==> src/rtl/game_pkg.sv <==
// Shared game-flow definitions: phase codes used by the sequencer, datapath and renderer.
package game_pkg;

    localparam int SCORE_W = 16;
    localparam int STATE_W = 3;

    typedef enum logic [STATE_W-1:0] {
        ST_IDLE      = 3'd0,
        ST_COUNTDOWN = 3'd1,
        ST_RUNNING   = 3'd2,
        ST_PAUSED    = 3'd3,
        ST_DYING     = 3'd4,
        ST_OVER      = 3'd5
    } game_state_e;

    function automatic logic [SCORE_W-1:0] score_max(input logic [SCORE_W-1:0] a,
                                                     input logic [SCORE_W-1:0] b);
        return (a > b) ? a : b;
    endfunction

endpackage

==> src/rtl/tick_prescaler.sv <==
// Frame prescaler: emits a one-cycle tick every DIV enabled cycles, restartable via clr.
module tick_prescaler #(
    parameter int DIV = 4
) (
    input  logic clk,
    input  logic rst,
    input  logic clr,
    input  logic en,
    output logic tick
);

    localparam int CNT_W = $clog2(DIV);

    logic [CNT_W-1:0] cnt_q, cnt_d;
    logic             tick_q, tick_d;

    // tick is raised while the count sits at its wrap value, so the consumer acts
    // on the edge where the count returns to zero, DIV cycles after a clear.
    always_comb begin
        cnt_d  = cnt_q;
        tick_d = 1'b0;
        if (clr) begin
            cnt_d = '0;
        end else if (en) begin
            cnt_d  = (cnt_q == CNT_W'(DIV - 1)) ? '0 : cnt_q + CNT_W'(1);
            tick_d = (cnt_q == CNT_W'(DIV - 2));
        end
    end

    always_ff @(posedge clk) begin
        if (rst) begin
            cnt_q  <= '0;
            tick_q <= 1'b0;
        end else begin
            cnt_q  <= cnt_d;
            tick_q <= tick_d;
        end
    end

    assign tick = tick_q;

endmodule

==> src/rtl/game_sequencer.sv <==
// Game-flow controller: sequences the physics datapath through countdown, play, pause and death.
module game_sequencer
    import game_pkg::*;
#(
    parameter int TICK_DIV    = 10_000_000,
    parameter int COUNT_START = 3,
    parameter int COUNT_TICKS = 10,
    parameter int DEATH_TICKS = 15
) (
    input  logic               clk,
    input  logic               rst,
    input  logic               start_btn,
    input  logic               pause_btn,
    input  logic               collide,
    input  logic [SCORE_W-1:0] score_in,
    output logic [STATE_W-1:0] state,
    output logic               dp_tick,
    output logic               dp_clear,
    output logic [1:0]         countdown,
    output logic [SCORE_W-1:0] best_score
);

    localparam int SUB_W = $clog2(COUNT_TICKS) + 1;
    localparam int DTH_W = $clog2(DEATH_TICKS) + 1;

    logic [1:0]         btn_s1_q, btn_s1_d, btn_s2_q, btn_s2_d, btn_prev_q, btn_prev_d;
    game_state_e        state_q, state_d;
    logic [1:0]         countdown_q, countdown_d;
    logic [SUB_W-1:0]   sub_q, sub_d;
    logic [DTH_W-1:0]   death_q, death_d;
    logic [SCORE_W-1:0] best_q, best_d;
    logic               dp_clear_q, dp_clear_d;
    logic               tb, start_edge, pause_edge;

    // bit 0 = start, bit 1 = pause; two flops for metastability, third for edge detect
    always_comb begin
        btn_s1_d   = {pause_btn, start_btn};
        btn_s2_d   = btn_s1_q;
        btn_prev_d = btn_s2_q;
    end

    assign start_edge = btn_s2_q[0] & ~btn_prev_q[0];
    assign pause_edge = btn_s2_q[1] & ~btn_prev_q[1];

    tick_prescaler #(
        .DIV (TICK_DIV)
    ) u_prescaler (
        .clk  (clk),
        .rst  (rst),
        .clr  (state_d != state_q),
        .en   (state_q != ST_PAUSED),
        .tick (tb)
    );

    always_comb begin
        state_d     = state_q;
        countdown_d = countdown_q;
        sub_d       = sub_q;
        death_d     = death_q;
        best_d      = best_q;
        case (state_q)
            ST_IDLE, ST_OVER: begin
                if (start_edge) begin
                    state_d     = ST_COUNTDOWN;
                    countdown_d = 2'(COUNT_START);
                    sub_d       = '0;
                end
            end
            ST_COUNTDOWN: begin
                if (tb) begin
                    if (sub_q == SUB_W'(COUNT_TICKS - 1)) begin
                        sub_d = '0;
                        if (countdown_q == 2'd1) begin
                            state_d     = ST_RUNNING;
                            countdown_d = 2'd0;
                        end else begin
                            countdown_d = countdown_q - 2'd1;
                        end
                    end else begin
                        sub_d = sub_q + SUB_W'(1);
                    end
                end
            end
            ST_RUNNING: begin
                if (collide) begin
                    state_d = ST_DYING;
                    death_d = '0;
                    best_d  = score_max(best_q, score_in);
                end else if (pause_edge) begin
                    state_d = ST_PAUSED;
                end
            end
            ST_PAUSED: begin
                if (pause_edge) state_d = ST_RUNNING;
            end
            ST_DYING: begin
                if (tb) begin
                    if (death_q == DTH_W'(DEATH_TICKS - 1)) state_d = ST_OVER;
                    else                                    death_d = death_q + DTH_W'(1);
                end
            end
            default: begin
                state_d     = ST_IDLE;
                countdown_d = 2'd0;
            end
        endcase
        dp_clear_d = (state_d == ST_COUNTDOWN) && (state_q != ST_COUNTDOWN);
    end

    always_ff @(posedge clk) begin
        if (rst) begin
            btn_s1_q    <= '0;
            btn_s2_q    <= '0;
            btn_prev_q  <= '0;
            state_q     <= ST_IDLE;
            countdown_q <= '0;
            sub_q       <= '0;
            death_q     <= '0;
            best_q      <= '0;
            dp_clear_q  <= 1'b0;
        end else begin
            btn_s1_q    <= btn_s1_d;
            btn_s2_q    <= btn_s2_d;
            btn_prev_q  <= btn_prev_d;
            state_q     <= state_d;
            countdown_q <= countdown_d;
            sub_q       <= sub_d;
            death_q     <= death_d;
            best_q      <= best_d;
            dp_clear_q  <= dp_clear_d;
        end
    end

    assign state      = state_q;
    assign dp_tick    = tb && (state_q == ST_RUNNING);
    assign dp_clear   = dp_clear_q;
    assign countdown  = countdown_q;
    assign best_score = best_q;

endmodule
==> config.mk <==
export PLATFORM = sky130hd
export DESIGN_NAME = game_sequencer
export DESIGN_NICKNAME = d
export VERILOG_FILES = /design/src/rtl/game_pkg.sv /design/src/rtl/tick_prescaler.sv /design/src/rtl/game_sequencer.sv
export SDC_FILE = /design/constraint.sdc
export NUM_CORES = 1
export LEC_CHECK = 0
export CORE_MARGIN = 10
export CORE_UTILIZATION = 41
export CTS_CLUSTER_SIZE = 40
export DETAILED_ROUTE_END_ITERATION = 8
export PLACE_DENSITY = 0.65
export SYNTH_ARGS = -nofsm -noshare
export SYNTH_HDL_FRONTEND = slang
export SYNTH_SLANG_ARGS = --single-unit
==> constraint.sdc <==
create_clock -name clk -period 4.1 [get_ports clk]
set_clock_uncertainty 0.2 [all_clocks]
set_input_delay 0.82 -clock clk [delete_from_list [all_inputs] [get_ports clk]]
set_output_delay 0.82 -clock clk [all_outputs]
set_load 0.05 [all_outputs]
==> reports/summary.txt <==
Rel. slew slack: 0.407
DP Worst Slack: 0.509 ns
Worst-path maximum fanout: 7
YS warnings: 0
Syn Area/Cell: 8.73 um^2
Clk network pwr share: 0.383
Startpoint class of the critical path: primary input
Area grow syn2layout: 19.9%
Max-Cap Viols: 0
Worst-Margin Slew: 0.884 ns
Crit path DAT: 3.32 ns
Critical path's top delay family: compound AO/OA/AOI/OAI gates
Cell Chain, Critical Path: clkdlybuf4s50_1 > inv_1 > ha_1 > and2_1 > o21ai_0 > a2111oi_0 > nor4b_1 > a21oi_2 > buf_4 > mux2i_1
Htree depth: 3
Outcome: complete, no violations
#FFs+latches synth: 63
Asr flop ratio synth: 0
Total grt overflow: 0
Ports: 44
Cell-internal power: 903 uW
Worst hold path type: reg2reg
Worst EP required: 4.16 ns
Vias post-DR: 2784
Non-Filler Instances: 547
Sequential share of power: 0.525
Die Area: 12500 um^2
Area of the core: 8180 um^2
N_diodes: 0
Die X: 112 um
Net Count, Synth: 438
Initial antenna violation count: 0
Top FF cell, synth: dfxtp_1
PwrDens: 292 nW/um^2
CTS Root Cell: clkbuf_8
Mapped Area: 3440 um^2
Area after DPL: 3960 um^2
Vias in the first global route: 2720
Slowest-stage cell, CP: clkdlybuf4s50_1
Fin area: 4120 um^2
CTS tree: yes
Hold Slack: 0.240 ns
Setup_tns: 0 ns
Period utilisation layout: 0.795
WS Path Type: in2reg
Most common library cells after synthesis: dfxtp_1 (63), nor2_1 (39), nand2b_1 (35)
Cell taking the most area after synthesis: dfxtp_1
Postcts setup bufs: 0
CP bufs+invs: 3
Comb power frac: 0.092
Cts hold-fix bufs: 0
Final WS setup: 0.842 ns
Post-Route WL: 7080 um
GPL Wtd Cong: 0.853
Pin count of the biggest net entering global routing: 40
Ranking of synthesized cells by area: dfxtp_1 (37%), ha_1 (8.4%), nand2b_1 (6.4%), mux2i_1 (5.8%), xor2_1 (4.3%)
FMAX: 307 MHz
Worst-path clk slew: 0.07 ns
Clock latency on the worst-skew pair: 0.34 ns
Total clock sinks: 63
Post-DP HPWL: 5170 um
Max-slew violations: 0
Final nets: 482
Post-Route Utilization: 0.504
Inserted Clock Buffers: 9
Top-count cell post-synth: dfxtp_1
Synth Instances: 394
Cell row count: 33
First-pass GRT wire length: 12300 um
Routed length per instance: 12.9 um
Post-cts gate resize count: 0
Switching share of power: 0.249
RSZ-0062 raised after global routing: no
Synth top area share: 0.367
Post-route minimum period: 3.26 ns
Die Y: 112 um
Remaining DRCs: 0
Switching power: 299 uW
Input/output buffers: 43
Clk buf depth: 2
VDD IR-drop max: 0.173 mV
Placed Cells: 532
Via density: 5.09
Initial drt markers: 93
Unique masters post-synth: 52
CP Capture Type: register
DR pass1 iterations: 6
Initial Util: 0.421
Register area share after synthesis: 0.367
Routed Antenna Nets: 0
Total track usage: 0.115
Fin. Hold Viols: 0
Crit-path max cell delay: 0.49 ns
Post-route total power: 1.20 mW
Fraction of layout cells with a size suffix above 1: 0.0701
Number of synthesized flops with an enable pin: 0
Final setup fails: 0
Leakage: 1.64 nW
==> cells by family (layout without fill, tap and decap cells) <==
logic type | count (synthesis) | count (layout) | share of synthesized area
xor+xnor | 29 | 29 | 0.0738
compound gates | 34 | 34 | 0.0633
fa+ha+maj | 23 | 23 | 0.0837
mux | 21 | 21 | 0.0615
flops | 63 | 63 | 0.367
simple gates | 183 | 183 | 0.300
buf+inv | 41 | 89 | 0.0513
==> worst paths after layout <==
kind / start / end / slack, ns / depth (start not counted)
worst max-delay path: score_in[3] / best_score[11]$_SDFFE_PP0P_ / 0.84 / 10
worst min-delay path: btn_s1_q[1]$_SDFF_PP0_ / btn_prev_d[1]$_SDFF_PP0_ / 0.24 / 1
worst max register to register: state[0]$_SDFF_PP0_ / u_prescaler.cnt_q[19]$_SDFFE_PP0N_ / 1.47 / 7
worst min register to register: btn_s1_q[1]$_SDFF_PP0_ / btn_prev_d[1]$_SDFF_PP0_ / 0.24 / 1
==> cells in the final DEF (no fill, tap or decap), drive strengths merged, types with 12 or more instances in the layout <==
cell and n:
nand4 14, inv 27, dfxtp 63, nor2 39
mux2i 20, a21oi 15, nand2b 35, ha 23
clkdlybuf4s50 43, nand2 20, xor2 17, nor3 25
xnor2 12
==> state kept, by name, indices dropped and copies added (netlist names) <==
register	cells
sub_q	5
u_prescaler.cnt_q	24
countdown	2
death_q	5
state	3
dp_clear	1
best_score	16
u_prescaler.tick	1
btn_prev_d	2
btn_s1_q	2
btn_prev_q	2
==> final cells by class <==
| type | count | area [um^2] |
|---|---|---|
| Fill cell | 781 | 4050 |
| Sequential cell | 63 | 1260 |
| Inverter | 27 | 101 |
| Timing Repair Buffer | 47 | 460 |
| Clock buffer | 11 | 141 |
| Tap cell | 105 | 131 |
| Multi-Input combinational cell | 290 | 2010 |
| Clock inverter | 4 | 22.5 |
==> worst reg2reg max path: stages, from the launching register on <==
cell and delay (ns):
dfxtp_1 0.70, nor2_1 0.09, mux2_2 0.28, and3_1 0.18, a211oi_2 0.33, mux2i_2 0.27
buf_4 0.31, nor3_1 0.11
==> layer usage <==
metal | wire (um) | track usage | share of wire
met4 | 138 | 0.0591 | 0.020
met3 | 390 | 0.0370 | 0.055
met2 | 3190 | 0.182 | 0.45
met1 | 3350 | 0.136 | 0.47
met5 | 0 | 0 | 0
==> power by group through the flow <==
stage / Sequential (mW) / Clock (mW) / Combinational (mW)
after floorplan: 0.650 / 0 / 0.0639
after global placement: 0.645 / 0 / 0.109
final: 0.631 / 0.461 / 0.110
after detailed placement: 0.645 / 0 / 0.110
after global routing: 0.632 / 0.505 / 0.122
after CTS: 0.631 / 0.478 / 0.111
Power figures use the tool's default switching activity.
